**src/rtl/rvmyth_prefetch.sv**
```systemverilog
// rvmyth_prefetch: instruction prefetch with a request/response memory port, an in-order {pc,instr} FIFO and redirect flush.
module rvmyth_prefetch #(
  parameter logic [31:0] RESET_PC   = 32'h0,
  parameter int          FIFO_DEPTH = 4
) (
  input  logic        clk,
  input  logic        rst_n,
  input  logic        redirect_valid,
  input  logic [31:0] redirect_pc,
  output logic        mem_req_valid,
  output logic [31:0] mem_req_addr,
  input  logic        mem_req_ready,
  input  logic        mem_rsp_valid,
  input  logic [31:0] mem_rsp_data,
  output logic        out_valid,
  output logic [31:0] out_instr,
  output logic [31:0] out_pc,
  input  logic        out_ready
);
  localparam int AW = $clog2(FIFO_DEPTH);
  localparam int CW = AW + 1;
  logic [31:0]   fetch_pc_q, fetch_pc_d, rsp_pc_q, rsp_pc_d;
  logic [CW-1:0] outst_q, outst_d, drop_q, drop_d, cnt_q, cnt_d;
  logic [AW-1:0] wr_q, wr_d, rd_q, rd_d;
  logic [31:0]   pc_mem [FIFO_DEPTH];
  logic [31:0]   instr_mem [FIFO_DEPTH];
  logic [CW:0]   used;
  logic          req_hs, push, pop;
  // Stale requests still hold credits, so a full drain can never overflow the FIFO.
  assign used          = {1'b0, cnt_q} + {1'b0, outst_q};
  assign mem_req_valid = rst_n && (used < (CW+1)'(FIFO_DEPTH));
  assign mem_req_addr  = fetch_pc_q;
  assign req_hs        = mem_req_valid && mem_req_ready;
  assign out_valid     = cnt_q != '0;
  assign pop           = out_valid && out_ready;
  assign push          = mem_rsp_valid && drop_q == '0 && !redirect_valid;
  assign out_pc        = out_valid ? pc_mem[rd_q] : '0;
  assign out_instr     = out_valid ? instr_mem[rd_q] : '0;
  always_comb begin
    outst_d    = outst_q + CW'(req_hs) - CW'(mem_rsp_valid);
    drop_d     = redirect_valid ? outst_d : drop_q - CW'(mem_rsp_valid && drop_q != '0);
    fetch_pc_d = redirect_valid ? {redirect_pc[31:2], 2'b00} : fetch_pc_q + (req_hs ? 32'd4 : 32'd0);
    rsp_pc_d   = redirect_valid ? {redirect_pc[31:2], 2'b00} : rsp_pc_q + (push ? 32'd4 : 32'd0);
    cnt_d      = redirect_valid ? '0 : cnt_q + CW'(push) - CW'(pop);
    wr_d       = wr_q + AW'(push);
    rd_d       = redirect_valid ? wr_q : rd_q + AW'(pop);
  end
  always_ff @(posedge clk or negedge rst_n) begin
    if (!rst_n) begin
      fetch_pc_q <= RESET_PC;
      rsp_pc_q   <= RESET_PC;
      outst_q    <= '0;
      drop_q     <= '0;
      cnt_q      <= '0;
      wr_q       <= '0;
      rd_q       <= '0;
    end else begin
      fetch_pc_q <= fetch_pc_d;
      rsp_pc_q   <= rsp_pc_d;
      outst_q    <= outst_d;
      drop_q     <= drop_d;
      cnt_q      <= cnt_d;
      wr_q       <= wr_d;
      rd_q       <= rd_d;
    end
  end
  always_ff @(posedge clk) begin
    if (push) begin
      pc_mem[wr_q]    <= rsp_pc_q;
      instr_mem[wr_q] <= mem_rsp_data;
    end
  end
endmodule
```
**config.mk**
```make
export PLATFORM = sky130hd
export DESIGN_NAME = rvmyth_prefetch
export DESIGN_NICKNAME = d
export VERILOG_FILES = /design/src/rtl/rvmyth_prefetch.sv
export SDC_FILE = /design/constraint.sdc
export NUM_CORES = 1
export LEC_CHECK = 0
export BUFFER_PORTS_ARGS = -buffer_cell sky130_fd_sc_hd__buf_2
export CORE_UTILIZATION = 63
export CTS_CLUSTER_DIAMETER = 200
export DETAILED_ROUTE_END_ITERATION = 10
export PLACE_DENSITY = 0.92
export SYNTH_ARGS = -nofsm -noshare
export SYNTH_HDL_FRONTEND = slang
export SYNTH_SLANG_ARGS = --single-unit
```
**constraint.sdc**
```tcl
create_clock -name clk -period 10.15 [get_ports clk]
set_clock_uncertainty 0.15 [all_clocks]
set_input_delay 1.5225 -clock clk [delete_from_list [all_inputs] [get_ports clk]]
set_output_delay 1.5225 -clock clk [all_outputs]
set_load 0.01 [all_outputs]
```
Yosys cells after proc, flatten, opt, wreduce, memory -nomap -nowiden. Memories as Yosys holds them, arrays and structs flattened. Cells that the tools add are included.

Flip-flop bits (word level): 77. Bits in writable memories: 256. Input bits: 70. Output and inout port bits: 98. Logic and storage cells: 41. Memories kept: 2.

Memory list: instr_mem (words 4, width 32, rd ports 1, clocked after memory_dff 0, write ports 1, RTL line 26) `logic [31:0] instr_mem [FIFO_DEPTH];`; pc_mem (words 4, width 32, rd ports 1, clocked after memory_dff 0, write ports 1, RTL line 25) `logic [31:0] pc_mem [FIFO_DEPTH];`.

Add/subtract/negate cells: 10. $lt $le $gt $ge: 1. Multiplexer cells: 11. Reduce and logical (&&, ||, !) cells: 10.

Operator list (count): 2-to-1 mux 32 bit (4); adder 32 x 3 -> 32 bit (2); 2-to-1 mux 3 bit (4); subtractor 3 x 1 -> 3 bit (3); adder 3 x 1 -> 3 bit (2); logical AND 1 bit (6); nonzero test 3 bit (2); adder 2 x 1 -> 2 bit (2); adder 3 x 3 -> 4 bit (1); < comparator 4 x 3 -> 1 bit, second input constant (1); zero test 3 bit (1); 2-to-1 mux 1 bit (2); 2-to-1 mux 2 bit (1); zero test 1 bit (1).

Depth between registers and ports, before layout. Gate-level depths: netlist of run 1.

Depth in word-level cells: 7. Gate-level depth with buffers: 12. Gate-level depth less buffers: 12.

Worst setup path after synthesis of run 1. OpenSTA, ideal clock, no wires.

Kind: input -> register. From: input redirect_valid. To: memory instr_mem[1][0], enable pin. Setup time: 571 ps. Arrival time: 6640 ps. Data required time: 9429 ps. Setup slack: 2788 ps. Cell stages on the path: 4. Path buffers: 2. Cell sequence: buf_2 buf_2 nand3b_1 nor3b_1.

Longest elaborated chain between the ends: 4.

RTL lines: from (decl) (RTL line 8) `input logic redirect_valid,`; zero test 1 bit (RTL line 36) `assign push = mem_rsp_valid && drop_q == '0 && !redirect_valid;`; logical AND 1 bit (RTL line 36); 2-to-1 mux 1 bit (RTL line 68) `if (push) begin`; 2-to-1 mux 1 bit (not written as such) (RTL line 70) `instr_mem[wr_q] <= mem_rsp_data;`; to (decl) (RTL line 26).

No other way between the ends.

Worst setup path in the final report of run 1.
From: input rst_n. To: output mem_req_valid.

Longest elaborated chain between the ends: 1.

RTL lines: from (decl) (RTL line 7) `input logic rst_n,`; logical AND 1 bit (RTL line 31) `assign mem_req_valid = rst_n && (used < (CW+1)'(FIFO_DEPTH));`; to (decl) (RTL line 10) `output logic mem_req_valid,`.

No other way between the ends.

==> results.ini, run 1 <==
[synth]
synth_flop_cell=edfxtp_1
async_reset_ff_frac=0.227
synth.avg_cell_area_um2=16.6
synth_cells=831
synth_area_leaders=edfxtp_1 54%, dfrtp_1 13%, mux4_2 10%
ys_types=55
seq_area_frac_synth=0.673
ys_seq_elements=321
ys_warn_count=0
synth-edff-count=248
synth_area_um2=13800
yosysTopAreaCell=edfxtp_1
yosysTopAreaCellShare=0.540

[sta]
slew_headroom=0.367
max_freq_mhz=206
tns_ns=0
fin_crit_sh=0.479
worst_pin_slew_ns=0.941
finalSetupViolCount=0
finalCriticalPeriod_ns=4.86
slew_viol_final=0
rsz0062_at_grt=no
hold_viol=0

[worst_setup_path]
cp_common_cell=buf_2
endpoint_kind=output pin
crit_path_max_incr_delay_ns=0.63
reg2reg_depth=10
arrival_ns=3.19
crit_path_max_fanout=30
r2r_slack_ns=6.38
required_ns=8.48
path_cells=buf_2 > or4b_2 > a31oi_1 > buf_2
reg2reg_to=mem_req_addr[21]
crit_type=in -> out
regToRegStartpoint=cnt_q[2]
worstSetupStartpoint=rst_n
cp-start-kind=input port
critPathSlowestCell=or4b_2

[pwr]
p_per_area_nw_per_um2=240
worst_ir_drop_vdd_mv=0.149
power.leakage_nw=5.85

[cells_and_area]
stdcell_count=1294
layout_common_cells=248 x edfxtp_1, 160 x buf_2, 91 x nor2b_1
multi_input_area_um2=4230
regArea_um2=9280
syn_to_final_growth_pct=15.3
final_nets=1081
layout-drive-gt1-share=0.330
layout_commonest_cell=edfxtp_1
nFillCells=1275

[clock_network]
post-cts-setup-buffers=0
cts_buffers=31
worst_skew_pair.late_latency_ns=0.55
cts-hold-fix-buffers=0
cts_resized=0
cts_root_buffer=clkbuf_16
clock_sinks=321
path_clk_slew_ns=0.06
h-tree-depth=1
clockBufferDepth=3
cts_tree=yes

[routing]
final_antenna_net_count=0
drt_iter0_markers=427
via_count=7773
wl_per_cell_um=20.9
via_per_inst=6.01
postRouteWirelength_mm=27.0
drtPass1Iterations=4
drc=0

[global_route]
grt_first_pass_wirelength_mm=42.4
overflow=0
antenna_found_initial=0
grt_start_max_net_pins=82
grtUsageTotal=0.249
grt_pass1_vias=8097

[worst_hold_path]
min_path_type=reg -> reg
min_to=pc_mem[0][2]
worstHoldStart=rsp_pc_q[2]
whs_path_depth=0

[flow_run]
max-cap-violations=0

[placement]
io_buffers=161
dp_hpwl_mm=16.5
dp.cells=1237
routabilityCongestion=0.792

[floorplan]
fp.coreArea_um2=21200
die_area_um2=22500
start_util=0.650
die_w_um=150
io_pins=168
die_h_um=150
row_count=53

[status]
outcome=complete, no violations

==> sequential cells by signal (all words and copies together), names as in the netlist <==
| signal | cells |
|---|---|
| drop_q | 3 |
| rsp_pc_q | 30 |
| mem_req_addr | 30 |
| cnt_q | 3 |
| outst_q | 3 |
| wr_q | 2 |
| rd_q | 2 |
| instr_mem | 128 |
| pc_mem | 120 |
==> area by class of cell <==
class	count	share of cell area
multi-input cells	442	0.266
well taps	275	0.0216
clock inverters	17	0.0147
repair buffers	171	0.0556
clock buffers	39	0.0519
flip-flops and latches	321	0.584
inverters	28	0.00661
diodes	1	0.000157
==> cells by family after synthesis <==
logic type,after synthesis,share of synthesized area
XOR/XNOR,31,0.0197
AND/OR/NAND/NOR,257,0.119
flip-flops,321,0.673
adder cells (fa/ha/maj),16,0.0156
buffers and inverters,71,0.0233
other,1,0.000272
multiplexers,86,0.121
AO/OA/AOI/OAI,48,0.0287
==> power breakdown <==
| group | internal (mW) | switching (mW) | total (mW) |
|---|---|---|---|
| sequential | 1.52 | 0.125 | 1.65 |
| clock | 0.705 | 0.475 | 1.18 |
| combinational | 0.489 | 0.509 | 0.998 |
| total | 2.71 | 1.11 | 3.82 |
==> worst max-delay path, delay by kind of cell <==
family	cells	cell delay, ns
buffers and inverters	2	0.75
AND/OR/NAND/NOR	1	0.63
AO/OA/AOI/OAI	1	0.27
==> cell usage after synthesis, drive strengths merged (10+ instances only) <==
library cell,number
a211oi,16
a311oi,13
and4,10
and4b,15
buf,20
clkbuf,23
dfrtp,73
edfxtp,248
ha,14
inv,28
mux2,20
mux4,62
nand2,25
nand3,14
nand4,12
nor2,24
nor2b,91
nor3,32
nor4,17
xnor2,17
xor2,14
==> routing by layer <==
layer  global-route usage  share of wire  wire length [um]  vias up
li1                     -              -                 -     3543
met1                0.338           0.42             11300     3923
met2                0.425           0.50             13500      268
met3               0.0357          0.062              1660       39
met4               0.0692          0.017               452        0
met5                    0              0                 0        -
==> how the worst max path moves through the flow <==
stage | to | depth (start not counted)
floorplan | instr_mem[1][0] | 4
global placement | mem_req_addr[26] | 10
detailed placement | mem_req_addr[21] | 10
CTS | mem_req_valid | 4
global route | mem_req_valid | 4
finish | mem_req_valid | 4
==> through the flow <==
stage | utilization | hold slack [ns] | power, mW | area, um^2 | setup slack, ns
3_3_place_gp | 0.699 | 0.374 | 2.65 | 14800 | 5.13
2_1_floorplan | - | 0.325 | 2.33 | 13800 | 2.79
4_1_cts | 0.749 | 0.412 | 3.86 | 15900 | 5.28
5_1_grt | 0.749 | 0.440 | 4.01 | 15900 | 5.16
6_report | 0.749 | 0.403 | 3.82 | 15900 | 5.29
3_5_place_dp | 0.699 | 0.399 | 2.68 | 14800 | 5.03
Power figures use the tool's default switching activity.
==> run 2: changes to the inputs <==
Settings changed: CORE_UTILIZATION 63 to 52, PLACE_DENSITY 0.92 to 0.82.
Clock period 10.15 ns to 3.9 ns, I/O delays scaled along.
==> results.ini, run 2 (same netlist as run 1, synthesis figures left out) <==
[status]
outcome=complete, no violations

[worst_setup_path]
required_ns=4.21
crit_path_max_incr_delay_ns=0.69
critPathSlowestCell=nor4_4
crit_type=reg -> reg
path_buf_inv=1
cp_common_cell=ha_1
path_cells=ha_1 > or4b_2 > a31oi_1 > nand2_1 > inv_1 > ha_1 > nand3_1 > nor4_4 > a211oi_1 > nor3_2
cp-start-kind=flip-flop
crit_path_max_fanout=16
endpoint_kind=flip-flop
arrival_ns=3.81
cp_top_family=simple AND/OR/NAND/NOR gates

[placement]
routabilityCongestion=0.786
placed_area_um2=15100
io_buffers=161
dp_hpwl_mm=16.7

[sta]
finalCriticalPeriod_ns=3.50
worst_pin_slew_ns=0.987
slew_viol_final=0
tns_ns=0
finalSetupViolCount=0
slew_headroom=0.336
fin_crit_sh=0.898
rsz0062_at_grt=no
max_freq_mhz=286
hold_viol=0

[cells_and_area]
largest_register_ffs=128
reg.largest.list=instr_mem: 128 flops, pc_mem: 120 flops
layout-drive-gt1-share=0.329
syn_to_final_growth_pct=16.6
layout_commonest_cell=edfxtp_1
final_nets=1089
fin_area_um2=16100
antenna_cells=0
largest-register=instr_mem
layout_common_cells=248 x edfxtp_1, 160 x buf_2, 91 x nor2b_1
nFillCells=1916

[floorplan]
fp.coreArea_um2=26100
die_area_um2=27200
io_pins=168
row_count=59
start_util=0.529
die_w_um=165
die_h_um=165

[routing]
final_antenna_net_count=0
via_count=7737
postRouteWirelength_mm=26.7
drtPass1Iterations=5
drt_iter0_markers=674
wl_per_cell_um=19.6
drc=0
via_per_inst=5.68

[global_route]
grt_pass1_vias=7641
antenna_found_initial=0
grtUsageMet3=0.0281
grtUsageTotal=0.202
overflow=0
grt_first_pass_wirelength_mm=42.0
grt_start_max_net_pins=77
grt-busiest-layer=met2
use_met2=0.333
met1_usage=0.289

[clock_network]
clockBufferDepth=3
cts_tree=yes
cts_resized=0
path_clk_slew_ns=0.06
worst_skew_pair.late_latency_ns=0.54
h-tree-depth=1
cts-hold-fix-buffers=1
cts_root_buffer=clkbuf_16
clock_sinks=321
cts_buffers=31
post-cts-setup-buffers=0

[worst_hold_path]
min_path_type=in -> reg

[flow_run]
max-cap-violations=0

[pwr]
p_per_area_nw_per_um2=616
worst_ir_drop_vdd_mv=0.454
power.leakage_nw=5.89

run 2: cell count changes in the layout (fill, tap and decap cells not counted), sizes merged:
cell | previous run | this run
buf | 171 | 178
clkbuf | 39 | 34
clkinv | 7 | 13
diode | 1 | 0
dlygate4sd3 | 0 | 1
inv | 29 | 28
run 2: layout make-up:
type	instances	area (um^2)	area share
sequential	321	9280	0.577
multi-input combinational	442	4240	0.264
timing repair buffer	179	1020	0.0635
clock buffer	34	787	0.0489
tap	335	419	0.0261
clock inverter	22	231	0.0144
inverter	28	105	0.00654
run 2: per-stage QoR:
stage	instances	utilization	hold WS, ns	setup slack, ns	power (mW)
floorplan	834	-	0.139	0.298	6.07
global placement	1304	0.578	0.389	0.509	7.01
detailed placement	1304	0.578	0.405	0.465	7.07
CTS	1361	0.617	0.0830	0.426	10.1
global route	1361	0.617	0.0804	0.199	10.5
finish	1361	0.617	0.108	0.398	9.91
run 2: routing by layer:
layer | up-vias | part of all wire
li1 | 3567 | -
met1 | 3916 | 0.44
met2 | 226 | 0.49
met3 | 28 | 0.054
met4 | 0 | 0.015
met5 | - | 0
run 2: where the power goes:
part           internal [mW]  switching (mW)  leakage (nW)
logic                   1.32            1.38          2.33
clock network           1.77            1.20         0.486
registers               3.96           0.279          3.07
total                   7.04            2.87          5.89
run 2: path summary, 6_finish.rpt:
| path | from | endpoint | slack (ns) | cells after the start |
|---|---|---|---|---|
| setup / recovery | outst_q[2] | mem_req_addr[17] | 0.40 | 10 |
| hold / removal | mem_rsp_data[11] | instr_mem[0][11] | 0.11 | 1 |
| setup reg to reg | outst_q[2] | mem_req_addr[17] | 0.40 | 10 |
| hold reg to reg | outst_q[0] | outst_q[0] | 0.41 | 1 |
| max in group asynchronous | rst_n | rd_q[0] | 2.03 | 4 |
| min in group asynchronous | rst_n | mem_req_addr[31] | 0.48 | 3 |
